`src/rtl/mem_lsu.sv`:
```
// Load/store unit between EX and WB: drives a byte-addressed DMEM over a req/ack
// handshake, stalls upstream while the access is outstanding and reports faults.
module mem_lsu #(
    parameter int DMEM_ADDR_WIDTH = 12,
    parameter int DMEM_WORD_WIDTH = 16,
    parameter int PC_WIDTH        = 12,
    parameter int PMEM_WORD_WIDTH = 16,
    parameter int REG_IDX_WIDTH   = 4,
    parameter int TIMEOUT_CYCLES  = 15,
    localparam int LANES          = DMEM_WORD_WIDTH / 8
) (
    input  logic                       clock,
    input  logic                       reset,
    input  logic                       in_act_load_dmem_word,
    input  logic                       in_act_load_dmem_byte_signed,
    input  logic                       in_act_load_dmem_byte_unsigned,
    input  logic                       in_act_store_dmem_word,
    input  logic                       in_act_store_dmem_byte,
    input  logic                       in_act_write_res_to_reg,
    input  logic [PMEM_WORD_WIDTH-1:0] in_instr,
    input  logic                       in_instr_is_bubble,
    input  logic [PC_WIDTH-1:0]        in_pc,
    input  logic [DMEM_ADDR_WIDTH-1:0] in_addr,
    input  logic [DMEM_WORD_WIDTH-1:0] in_wr_data,
    input  logic [DMEM_WORD_WIDTH-1:0] in_res,
    input  logic [REG_IDX_WIDTH-1:0]   in_res_reg_idx,
    input  logic                       in_mem_ack,
    input  logic [DMEM_WORD_WIDTH-1:0] in_mem_rd_word,
    output logic                       out_stall,
    output logic                       out_mem_req,
    output logic                       out_mem_write_en,
    output logic [DMEM_ADDR_WIDTH-1:0] out_mem_addr,
    output logic [LANES-1:0]           out_mem_byte_en,
    output logic [DMEM_WORD_WIDTH-1:0] out_mem_wr_word,
    output logic                       out_act_write_res_to_reg,
    output logic [DMEM_WORD_WIDTH-1:0] out_res,
    output logic [REG_IDX_WIDTH-1:0]   out_res_reg_idx,
    output logic [PMEM_WORD_WIDTH-1:0] out_instr,
    output logic [PC_WIDTH-1:0]        out_pc,
    output logic                       out_instr_is_bubble,
    output logic [1:0]                 out_fault
);

    localparam int LB    = $clog2(LANES);
    localparam bit TO_EN = (TIMEOUT_CYCLES > 0);
    localparam int CNT_W = (TIMEOUT_CYCLES > 1) ? $clog2(TIMEOUT_CYCLES) : 1;
    localparam logic [CNT_W-1:0] TO_LAST = CNT_W'(TO_EN ? TIMEOUT_CYCLES - 1 : 0);

    localparam logic [0:0] S_IDLE = 1'b0;
    localparam logic [0:0] S_WAIT = 1'b1;

    localparam logic [1:0] FAULT_NONE     = 2'd0;
    localparam logic [1:0] FAULT_MISALIGN = 2'd1;
    localparam logic [1:0] FAULT_TIMEOUT  = 2'd2;
    localparam logic [1:0] FAULT_ILLEGAL  = 2'd3;

    logic [0:0]       state_q, state_d;
    logic [CNT_W-1:0] cnt_q, cnt_d;

    logic [DMEM_ADDR_WIDTH-1:0] op_addr_q, op_addr_d;
    logic                       op_write_q, op_write_d;
    logic [LANES-1:0]           op_byte_en_q, op_byte_en_d;
    logic [DMEM_WORD_WIDTH-1:0] op_wr_word_q, op_wr_word_d;
    logic                       op_ld_word_q, op_ld_word_d;
    logic                       op_ld_signed_q, op_ld_signed_d;
    logic [DMEM_WORD_WIDTH-1:0] op_res_q, op_res_d;
    logic                       op_write_res_q, op_write_res_d;
    logic [REG_IDX_WIDTH-1:0]   op_reg_idx_q, op_reg_idx_d;
    logic [PMEM_WORD_WIDTH-1:0] op_instr_q, op_instr_d;
    logic [PC_WIDTH-1:0]        op_pc_q, op_pc_d;

    logic                       wb_write_q, wb_write_d;
    logic [DMEM_WORD_WIDTH-1:0] res_q, res_d;
    logic [REG_IDX_WIDTH-1:0]   reg_idx_q, reg_idx_d;
    logic [PMEM_WORD_WIDTH-1:0] instr_q, instr_d;
    logic [PC_WIDTH-1:0]        pc_q, pc_d;
    logic                       bubble_q, bubble_d;
    logic [1:0]                 fault_q, fault_d;

    logic [2:0]                 act_cnt;
    logic                       active, mem_op, illegal, misaligned, legal;
    logic                       waiting, req, acked, timed_out, done;
    logic [LB-1:0]              lane;
    logic [7:0]                 rd_byte;
    logic [DMEM_WORD_WIDTH-1:0] load_val;

    // Decode the incoming op; while waiting, the latched fields stay the current op.
    always_comb begin
        act_cnt = 3'(in_act_load_dmem_word) + 3'(in_act_load_dmem_byte_signed)
                + 3'(in_act_load_dmem_byte_unsigned) + 3'(in_act_store_dmem_word)
                + 3'(in_act_store_dmem_byte);
        active     = !in_instr_is_bubble;
        mem_op     = active && (act_cnt == 3'd1);
        illegal    = active && (act_cnt > 3'd1);
        misaligned = mem_op && (in_act_load_dmem_word || in_act_store_dmem_word)
                     && (in_addr[LB-1:0] != '0);
        legal      = mem_op && !misaligned;
        waiting    = (state_q == S_WAIT);

        op_addr_d      = op_addr_q;
        op_write_d     = op_write_q;
        op_byte_en_d   = op_byte_en_q;
        op_wr_word_d   = op_wr_word_q;
        op_ld_word_d   = op_ld_word_q;
        op_ld_signed_d = op_ld_signed_q;
        op_res_d       = op_res_q;
        op_write_res_d = op_write_res_q;
        op_reg_idx_d   = op_reg_idx_q;
        op_instr_d     = op_instr_q;
        op_pc_d        = op_pc_q;
        if (!waiting) begin
            op_addr_d      = in_addr;
            op_write_d     = in_act_store_dmem_word || in_act_store_dmem_byte;
            op_ld_word_d   = in_act_load_dmem_word;
            op_ld_signed_d = in_act_load_dmem_byte_signed;
            op_res_d       = in_res;
            op_write_res_d = in_act_write_res_to_reg;
            op_reg_idx_d   = in_res_reg_idx;
            op_instr_d     = in_instr;
            op_pc_d        = in_pc;
            if (in_act_store_dmem_word) begin
                op_byte_en_d = '1;
                op_wr_word_d = in_wr_data;
            end else if (in_act_store_dmem_byte) begin
                op_byte_en_d = LANES'(1) << in_addr[LB-1:0];
                op_wr_word_d = {LANES{in_wr_data[7:0]}};
            end else begin
                op_byte_en_d = '0;
                op_wr_word_d = in_wr_data;
            end
        end
    end

    // Handshake, timeout and the value handed to WB at the next edge.
    always_comb begin
        req       = !reset && (waiting || legal);
        acked     = req && in_mem_ack;
        timed_out = TO_EN && req && !in_mem_ack && (cnt_q == TO_LAST);
        done      = acked || timed_out;

        lane     = op_addr_d[LB-1:0];
        rd_byte  = in_mem_rd_word[{lane, 3'b000} +: 8];
        load_val = op_ld_word_d ? in_mem_rd_word
                 : {{(DMEM_WORD_WIDTH-8){op_ld_signed_d & rd_byte[7]}}, rd_byte};

        state_d = state_q;
        if (!waiting && legal && !done) begin
            state_d = S_WAIT;
        end else if (waiting && done) begin
            state_d = S_IDLE;
        end

        cnt_d = '0;
        if (req && !done && TO_EN) begin
            cnt_d = cnt_q + CNT_W'(1);
        end

        reg_idx_d = op_reg_idx_d;
        instr_d   = op_instr_d;
        pc_d      = op_pc_d;
        res_d     = op_res_d;
        if (waiting || legal) begin
            bubble_d   = !done;
            fault_d    = timed_out ? FAULT_TIMEOUT : FAULT_NONE;
            wb_write_d = done && op_write_res_d && !timed_out;
            if (acked && !op_write_d) begin
                res_d = load_val;
            end
        end else begin
            bubble_d   = in_instr_is_bubble;
            fault_d    = illegal ? FAULT_ILLEGAL : (misaligned ? FAULT_MISALIGN : FAULT_NONE);
            wb_write_d = in_act_write_res_to_reg && active && !illegal && !misaligned;
        end
    end

    always_ff @(posedge clock or posedge reset) begin
        if (reset) begin
            state_q        <= S_IDLE;
            cnt_q          <= '0;
            op_addr_q      <= '0;
            op_write_q     <= 1'b0;
            op_byte_en_q   <= '0;
            op_wr_word_q   <= '0;
            op_ld_word_q   <= 1'b0;
            op_ld_signed_q <= 1'b0;
            op_res_q       <= '0;
            op_write_res_q <= 1'b0;
            op_reg_idx_q   <= '0;
            op_instr_q     <= '0;
            op_pc_q        <= '0;
            wb_write_q     <= 1'b0;
            res_q          <= '0;
            reg_idx_q      <= '0;
            instr_q        <= '0;
            pc_q           <= '0;
            bubble_q       <= 1'b1;
            fault_q        <= FAULT_NONE;
        end else begin
            state_q        <= state_d;
            cnt_q          <= cnt_d;
            op_addr_q      <= op_addr_d;
            op_write_q     <= op_write_d;
            op_byte_en_q   <= op_byte_en_d;
            op_wr_word_q   <= op_wr_word_d;
            op_ld_word_q   <= op_ld_word_d;
            op_ld_signed_q <= op_ld_signed_d;
            op_res_q       <= op_res_d;
            op_write_res_q <= op_write_res_d;
            op_reg_idx_q   <= op_reg_idx_d;
            op_instr_q     <= op_instr_d;
            op_pc_q        <= op_pc_d;
            wb_write_q     <= wb_write_d;
            res_q          <= res_d;
            reg_idx_q      <= reg_idx_d;
            instr_q        <= instr_d;
            pc_q           <= pc_d;
            bubble_q       <= bubble_d;
            fault_q        <= fault_d;
        end
    end

    assign out_stall        = req && !done;
    assign out_mem_req      = req;
    assign out_mem_write_en = req && op_write_d;
    assign out_mem_addr     = req ? op_addr_d : '0;
    assign out_mem_byte_en  = req ? op_byte_en_d : '0;
    assign out_mem_wr_word  = req ? op_wr_word_d : '0;

    assign out_act_write_res_to_reg = wb_write_q;
    assign out_res                  = res_q;
    assign out_res_reg_idx          = reg_idx_q;
    assign out_instr                = instr_q;
    assign out_pc                   = pc_q;
    assign out_instr_is_bubble      = bubble_q;
    assign out_fault                = fault_q;

endmodule

```
`config.mk`:
```
export PLATFORM = sky130hd
export DESIGN_NAME = mem_lsu
export DESIGN_NICKNAME = d
export VERILOG_FILES = /design/src/rtl/mem_lsu.sv
export SDC_FILE = /design/constraint.sdc
export NUM_CORES = 1
export LEC_CHECK = 0
export CAP_MARGIN = 10
export CORE_AREA = 2 2 103 105
export CTS_CLUSTER_SIZE = 28
export DETAILED_ROUTE_END_ITERATION = 7
export DIE_AREA = 0 0 105 107
export PLACE_DENSITY = 0.81
export SLEW_MARGIN = 0
export SYNTH_ARGS = -nofsm -noshare
export SYNTH_HDL_FRONTEND = slang
export SYNTH_SLANG_ARGS = --single-unit
```
`constraint.sdc`:
```
create_clock -name clock -period 16.35 [get_ports clock]
set_input_delay 4.0875 -clock clock [delete_from_list [all_inputs] [get_ports clock]]
set_output_delay 4.0875 -clock clock [all_outputs]
set_load 0.1 [all_outputs]
```
Word level (Yosys, flattened, before mapping)
Cells that the tools add are included.
Storage, ports and cells
  input bits: 102
  register bits: 107
  word-level logic and storage cells: 89
  output and inout port bits: 85
Cells by class
  shifts and indexed selects: 2
  bitwise logic cells: 1
  magnitude comparators: 1
  equal/unequal tests: 2
  reductions and logical operators: 34
  muxes and demuxes: 27
  add/sub/neg operators: 5
Operators with widths (number)
  $mux 16: 8
  $mux 12: 2
  $logic_and 1x1->1: 20
  $shiftx 16x5->8: 1
  $mux 2: 7
  $logic_not 1->1: 9
  $mux 1: 9
  $add 3x1->3: 2
  $add 4x1->4 const B: 1
  $eq 4x4->1 const B: 1
  $logic_or 1x1->1: 4
  $mux 4: 1
  $add 2x1->3: 1
  $eq 3x1->1 const B: 1
  $gt 3x1->1 const B: 1
  $add 1x1->2: 1
  $reduce_bool 2->1: 1
  $shl 1x1->2 const A: 1
  $and 1x1->1: 1

Longest topological paths before layout
Gate-level depths: netlist of run 1.
  depth after elaboration: 18
  mapped depth: 10

Worst setup path after synthesis of run 1
Ideal clock, no wire load.
  path kind: input to output
  start point: input port reset
  end point: output port out_mem_wr_word[10]
  data arrival time: 8.794 ns
  buffers on the path: 1
  stages on the path: 4
  setup slack: 3.469 ns
  path through: inv_1 o221a_2 clkbuf_1 and2_1
On the way
  cells in the longest elaborated chain, start to end: 3
RTL lines
  from (decl): line 13  | input logic reset,
  $logic_not 1->1 (no line)
  $logic_and 1x1->1: line 136  | req = !reset && (waiting || legal);
  named net out_mem_req: line 30  | output logic out_mem_req,
  $mux 16: line 227  | assign out_mem_wr_word = req ? op_wr_word_d : '0;
  to (decl): line 34  | output logic [DMEM_WORD_WIDTH-1:0] out_mem_wr_word,
The timed path passes the listed nets, and every way through them passes these cells.

Final worst setup path of run 1
  start point: input port in_act_store_dmem_word
  end point: output port out_stall
On the way
  cells in the longest elaborated chain, start to end: 15
  elaborated cells on any way between the ends: 17
  those cells by class: 2 x add/sub; 1 x eq/ne; 14 x reduce/logical
RTL lines
  from (decl): line 17  | input logic in_act_store_dmem_word,
  $add 3x1->3: line 90  | + 3'(in_act_load_dmem_byte_unsigned) + 3'(in_act_store_dmem_word)
  $add 3x1->3: line 91  | + 3'(in_act_store_dmem_byte);
  $eq 3x1->1: line 93  | mem_op = active && (act_cnt == 3'd1);
  $logic_and 1x1->1: line 93
  $logic_and 1x1->1: line 95  | misaligned = mem_op && (in_act_load_dmem_word || in_act_store_dmem_word)
  $logic_and 1x1->1: line 96  | && (in_addr[LB-1:0] != '0);
  $logic_not 1->1: line 97  | legal = mem_op && !misaligned;
  $logic_and 1x1->1 *: line 97
  $logic_or 1x1->1 *: line 136
  $logic_and 1x1->1 *: line 136
  $logic_and 1x1->1 (2 in a row): line 138  | timed_out = TO_EN && req && !in_mem_ack && (cnt_q == TO_LAST);
  $logic_or 1x1->1: line 139  | done = acked || timed_out;
  $logic_not 1->1: line 222  | assign out_stall = req && !done;
  $logic_and 1x1->1 *: line 222
  to (decl): line 29  | output logic out_stall,
Mark *: on every way between the ends. The rest lies on a longest branch, timed or not.

==> results of run 1 <==
## cell usage after synthesis, types with 2 or more instances
library cell	n	area [um2]
and2_1	31	194
clkbuf_1	4	15.0
nand2b_1	2	12.5
o21ai_0	13	65.1
a2bb2oi_1	8	70.1
fa_1	2	40.0
ha_1	4	50.1
buf_2	10	50.1
nor2_1	9	33.8
buf_4	2	15.0
nand2_1	22	82.6
mux2_2	84	946
a21oi_1	5	25.0
nand3_1	4	20.0
inv_1	12	45.0
mux2i_1	8	80.1
dfrtp_1	106	2650
nor2b_1	3	18.8
## stage by stage
step	worst slack, ns	hold WS, ns
floorplan	3.47	0.448
global placement	3.99	0.464
detailed placement	3.79	0.477
CTS	3.79	0.499
global route	3.50	0.508
finish	3.81	0.496
## critical path: cells and delay by family
family          cells  cell delay (ns)
buf+inv             5             1.90
fa+ha+maj           3             1.19
compound gates      1             0.63
simple gates        2             0.64
## worst paths after layout
| kind | slack [ns] | cells past startpoint | end |
|---|---|---|---|
| min in group asynchronous | 4.25 | 2 | cnt_q[2]$_DFF_PP0_ |
| hold reg to reg | 0.50 | 1 | op_addr_q[9]$_DFF_PP0_ |
| max in group asynchronous | 10.81 | 3 | state_q$_DFFE_PP0P_ |
| hold / removal | 0.50 | 1 | op_addr_q[9]$_DFF_PP0_ |
| setup reg to reg | 13.24 | 5 | out_res[3]$_DFF_PP0_ |
| setup / recovery | 3.81 | 11 | out_stall |
## kinds of logic (layout without fill, tap and decap cells)
kind of cell    count (synthesis)  in the layout  share of synthesized area [%]
flops                         107            107                           57.9
xor+xnor                        2              2                          0.378
buf+inv                        29            216                           2.78
simple gates                   76             76                           8.92
compound gates                 34             34                           5.32
fa+ha+maj                       6              6                           1.95
mux                            94             94                           22.8
## power by group
group / internal [mW] / switching (mW) / leakage (nW) / total (mW)
clock network: 0.0596 / 0.0863 / 0.0863 / 0.146
logic: 0.116 / 0.273 / 1.42 / 0.389
registers: 0.308 / 0.0177 / 1.26 / 0.326
## per-layer routing
metal	vias up	share of wire, %	wire [um]
met2	109	51	5660
li1	1554	-	-
met3	10	6.1	678
met4	0	1.1	123
met1	1616	42	4710
met5	-	0	0
## cell type report
type	instances	area share [%]
sequential	107	39.6
timing repair buffer	188	27.7
multi-input combinational	212	26.9
tap	136	2.51
clock buffer	12	2.14
inverter	12	0.702
clock inverter	4	0.388
==> impl_metrics.yaml, run 1 <==
place:
  dpl.hpwl_um: 8180
  io_buffers: 186
  placed_cell_area_um2: 6600
  dpl.cell_count: 655
  gp_congestion: 0.771
clock_tree:
  cts.sinks: 107
  cts_hold_buf: 0
  clockRootBuffer: "clkbuf_8"
  cts_buffer_depth: 2
  cts_tree: "done"
  htreeDepth: 3
  cts.reportedPaths.clkPinSlew_ns: 0.09
  cts-buffers-inserted: 9
  cts-resized-gates: 0
  cts_setup_buffers: 0
  clock_latency_ns: 0.35
timing:
  rsz0062_at_grt: "false"
  slew_headroom_pct: 31.9
  fmax_ghz: 0.0797
  setup_viol: 0
  skew_ns: 0.00531
  worst_slew_pin_slew_ns: 1.02
  finalHoldViolCount: 0
  period_share_pct: 76.7
  setup_tns_ns: 0
  period_needed_ns: 12.54
  final_max_slew_viol_count: 0
detailed_routing:
  dr.pass1.iters: 4
  drc: 0
  vias: 3289
  viasPerCell: 4.90
  antenna_left: 0
  drt-initial-drc-count: 103
  drt_wl_total_um: 11200
  wl_per_cell_um: 16.6
logic_synthesis:
  syn_inst: 348
  syn_area_um2: 4630
  yosys_most_used_dff: "dfrtp_1"
  yosysWarnings: 0
  synth_nets: 456
  ys_seq_area_share_pct: 57.9
  avgSynthCellArea_um2: 13.3
  synth-edff-count: 0
  ys_ff_latch: 107
  synth_async_sr_flop_share_pct: 100
  synth_cell_types: 37
worst_hold_path:
  min_from: "op_addr_q[9]$_DFF_PP0_"
  hp-class: "flip-flop to flip-flop"
layout:
  seqCellArea_um2: 2680
  final_util_pct: 67.1
  multi_input_area_um2: 1820
  layout_commonest_cell: "clkdlybuf4s50_1"
  final_nets: 638
  final_cell_mix: "186 x clkdlybuf4s50_1, 105 x dfrtp_1, 84 x mux2_2, 31 x and2_1, 22 x nand2_1"
  n_fill_cell: 783
  drive_above_1_share_pct: 20.9
  final_cells: 671
  final_area_um2: 6770
  diodes: 0
  area_delta_synth_final_pct: 46.2
worst_setup_path:
  cpMaxStageDelayCell: "clkdlybuf4s50_1"
  crit_top_cell: "inv_1"
  cp_data_required_time_ns: 12.26
  worstPathArrival_ns: 8.45
  critPathKind: "input pin to primary output"
  worst_setup_path_start_kind: "input pin"
  reg2reg_from: "state_q$_DFFE_PP0P_"
  crit_path_end_kind: "primary output"
  worstPathMaxFanout: 34
  path_cells: "clkdlybuf4s50_1, fa_1, inv_1, fa_1, inv_1, ha_1, nor4_4, o221a_2, nand2_1, inv_1, clkdlybuf4s50_1"
  crit_path_start: "in_act_store_dmem_word"
  cp_slowest_stage_delay_ns: 1.13
floorplan:
  ioPinCount: 187
  core_area_um2: 10100
  dieHeight_um: 107
  fp.dieW_um: 105
  die_area_um2: 11200
  rows: 37
  initial_core_util_pct: 45.9
global_route:
  met1_usage_pct: 24.9
  global_route.overflow_total: 0
  grt_use_met3_pct: 5.05
  grt_pass1_wl_um: 18000
  grt_usage_pct: 20.4
  grt_pass1_vias: 3441
  grt_max_degree: 80
  grt_busiest_layer: "met2"
  grt_use_met2_pct: 35.6
  antenna_found_initial: 0
job:
  max_cap_violations: 0
power_and_ir_drop:
  power.density_nw_per_um2: 127
  p_leak_nw: 2.76
  ir_drop_mv: 0.0835
  finalPower_uw: 861
status:
  status: "finished, final reports clean"
No activity file was read; power rests on OpenSTA's default activity.
==> run 2: changes to the inputs <==
--- a/config.mk
+++ b/config.mk
@@ -6,11 +6,11 @@
 export NUM_CORES = 1
 export LEC_CHECK = 0
 export CAP_MARGIN = 10
-export CORE_AREA = 2 2 103 105
+export CORE_AREA = 2 2 112 114
 export CTS_CLUSTER_SIZE = 28
 export DETAILED_ROUTE_END_ITERATION = 7
-export DIE_AREA = 0 0 105 107
-export PLACE_DENSITY = 0.81
+export DIE_AREA = 0 0 114 116
+export PLACE_DENSITY = 0.73
 export SLEW_MARGIN = 0
 export SYNTH_ARGS = -nofsm -noshare
 export SYNTH_HDL_FRONTEND = slang
==> constraint.sdc (replaced) <==
create_clock -name clock -period 10.7 [get_ports clock]
set_input_delay 2.675 -clock clock [delete_from_list [all_inputs] [get_ports clock]]
set_output_delay 2.675 -clock clock [all_outputs]
set_load 0.1 [all_outputs]
==> impl_metrics.yaml, run 2 (synthesis results as in run 1) <==
status:
  status: "finished, final reports clean"
timing:
  setup_tns_ns: 0
  final_max_slew_viol_count: 0
  setup_viol: 0
  worst_slew_pin_slew_ns: 1.03
  period_share_pct: 88.5
  slew_headroom_pct: 30.9
  finalHoldViolCount: 0
  skew_ns: 0.00635
  fmax_ghz: 0.106
  rsz0062_at_grt: "false"
  period_needed_ns: 9.47
global_route:
  grt_pass1_wl_um: 17600
  grt_pass1_vias: 3592
  grt_usage_pct: 17.2
  antenna_found_initial: 0
  grt_max_degree: 81
  global_route.overflow_total: 0
  grt_busiest_layer: "met2"
  grt_use_met3_pct: 6.54
  grt_use_met2_pct: 30.3
  met1_usage_pct: 19.9
floorplan:
  dieHeight_um: 116
  initial_core_util_pct: 38.9
  fp.dieW_um: 114
  core_area_um2: 11900
  die_area_um2: 13200
  ioPinCount: 187
  rows: 40
worst_setup_path:
  worstPathArrival_ns: 6.79
  reg2regPathDepth: 5
  critPathTopFamily: "buffers and inverters"
  path_cells: "clkdlybuf4s50_1, fa_1, inv_1, fa_1, inv_1, ha_1, nor4_4, o221a_2, clkdlybuf4s50_1"
  cpMaxStageDelayCell: "clkdlybuf4s50_1"
  critPathKind: "input pin to primary output"
  crit_path_end_kind: "primary output"
  cp_slowest_stage_delay_ns: 1.24
  reg2reg_to: "out_res[7]$_DFF_PP0_"
  crit_path_start: "in_act_store_dmem_word"
  cp_data_required_time_ns: 8.03
  worst-path-buf-inv: 4
  worst_setup_path_start_kind: "input pin"
  reg2reg_from: "state_q$_DFFE_PP0P_"
  worstPathMaxFanout: 34
  reg2reg_slack_ns: 7.51
clock_tree:
  cts_buffer_depth: 2
  clock_latency_ns: 0.34
  cts_tree: "done"
  clockRootBuffer: "clkbuf_16"
  cts_setup_buffers: 0
  cts.reportedPaths.clkPinSlew_ns: 0.07
  cts_hold_buf: 0
  htreeDepth: 3
  cts.sinks: 107
  cts-buffers-inserted: 9
  cts-resized-gates: 0
layout:
  diodes: 0
  final_nets: 638
  final_cell_mix: "154 x clkdlybuf4s50_1, 105 x dfrtp_1, 84 x mux2_2, 34 x buf_4, 31 x and2_1"
  drive_above_1_share_pct: 27.1
  final_util_pct: 57.7
  n_fill_cell: 1013
  layout_commonest_cell: "clkdlybuf4s50_1"
  area_delta_synth_final_pct: 48.5
detailed_routing:
  drc: 0
  dr.pass1.iters: 6
  drt_wl_total_um: 11300
  wl_per_cell_um: 16.6
  vias: 3343
  antenna_left: 0
  viasPerCell: 4.90
  drt-initial-drc-count: 121
job:
  max_cap_violations: 0
power_and_ir_drop:
  ir_drop_mv: 0.120
  finalPower_mw: 1.47
  p_leak_nw: 2.91
  power.density_nw_per_um2: 213
worst_hold_path:
  min_from: "op_wr_word_q[8]$_DFF_PP0_"
  hp-class: "flip-flop to flip-flop"
  hold_depth: 2
  holdPathEnd: "op_wr_word_q[8]$_DFF_PP0_"
place:
  io_buffers: 186
  gp_congestion: 0.808
  dpl.hpwl_um: 8160
==> run 2: layer usage <==
layer  share of wire (%)  vias to the layer above
li1                    -                     1552
met1                  41                     1660
met2                  50                      125
met3                 8.0                        6
met4                0.53                        0
met5                   0                        -
==> run 2: power breakdown <==
| part | internal (mW) | switching (mW) |
|---|---|---|
| Clock | 0.234 | 0.141 |
| Combinational | 0.174 | 0.413 |
| Sequential | 0.471 | 0.0319 |
==> run 2: worst register-to-register path: stages, from the launching register on <==
cell	delay [ns]
dfrtp_4	0.78
buf_4	0.67
mux2_2	0.53
nor2_2	0.44
mux2_2	0.40
mux2_2	0.27
==> run 2: how the worst max path moves through the flow <==
| stage | to | slack [ns] | depth (start not counted) |
|---|---|---|---|
| global route | out_mem_req | 1.04 | 9 |
| global placement | out_mem_req | 1.31 | 9 |
| floorplan | out_mem_wr_word[10] | 0.64 | 4 |
| finish | out_mem_req | 1.23 | 9 |
| CTS | out_mem_req | 1.19 | 9 |
| detailed placement | out_mem_req | 1.19 | 9 |
==> run 2: final cells by class <==
| class | instances | area (um2) | share of cell area, % |
|---|---|---|---|
| sequential | 107 | 2680 | 39.0 |
| multi-input combinational | 212 | 1820 | 26.5 |
| timing repair buffer | 188 | 1800 | 26.1 |
| clock buffer | 11 | 243 | 3.53 |
| tap | 147 | 184 | 2.68 |
| clock inverter | 5 | 100 | 1.46 |
| inverter | 12 | 47.5 | 0.692 |
==> run 2: metrics by stage <==
stage | setup WS [ns] | hold slack (ns) | area, um2 | instances
after floorplan | 0.644 | 0.448 | 4630 | 348
after global placement | 1.31 | 0.470 | 6530 | 666
after detailed placement | 1.19 | 0.473 | 6530 | 666
after CTS | 1.19 | 0.488 | 6880 | 682
after global routing | 1.04 | 0.504 | 6880 | 682
final | 1.23 | 0.486 | 6880 | 682
==> run 3: changes to the inputs <==
--- a/config.mk
+++ b/config.mk
@@ -11,6 +11,7 @@
 export DETAILED_ROUTE_END_ITERATION = 7
 export DIE_AREA = 0 0 114 116
 export PLACE_DENSITY = 0.73
+export SETUP_SLACK_MARGIN = 0.2
 export SLEW_MARGIN = 0
 export SYNTH_ARGS = -nofsm -noshare
 export SYNTH_HDL_FRONTEND = slang
==> results of run 3 <==
No change in the layout: final DEF, timing and power equal those of run 2.
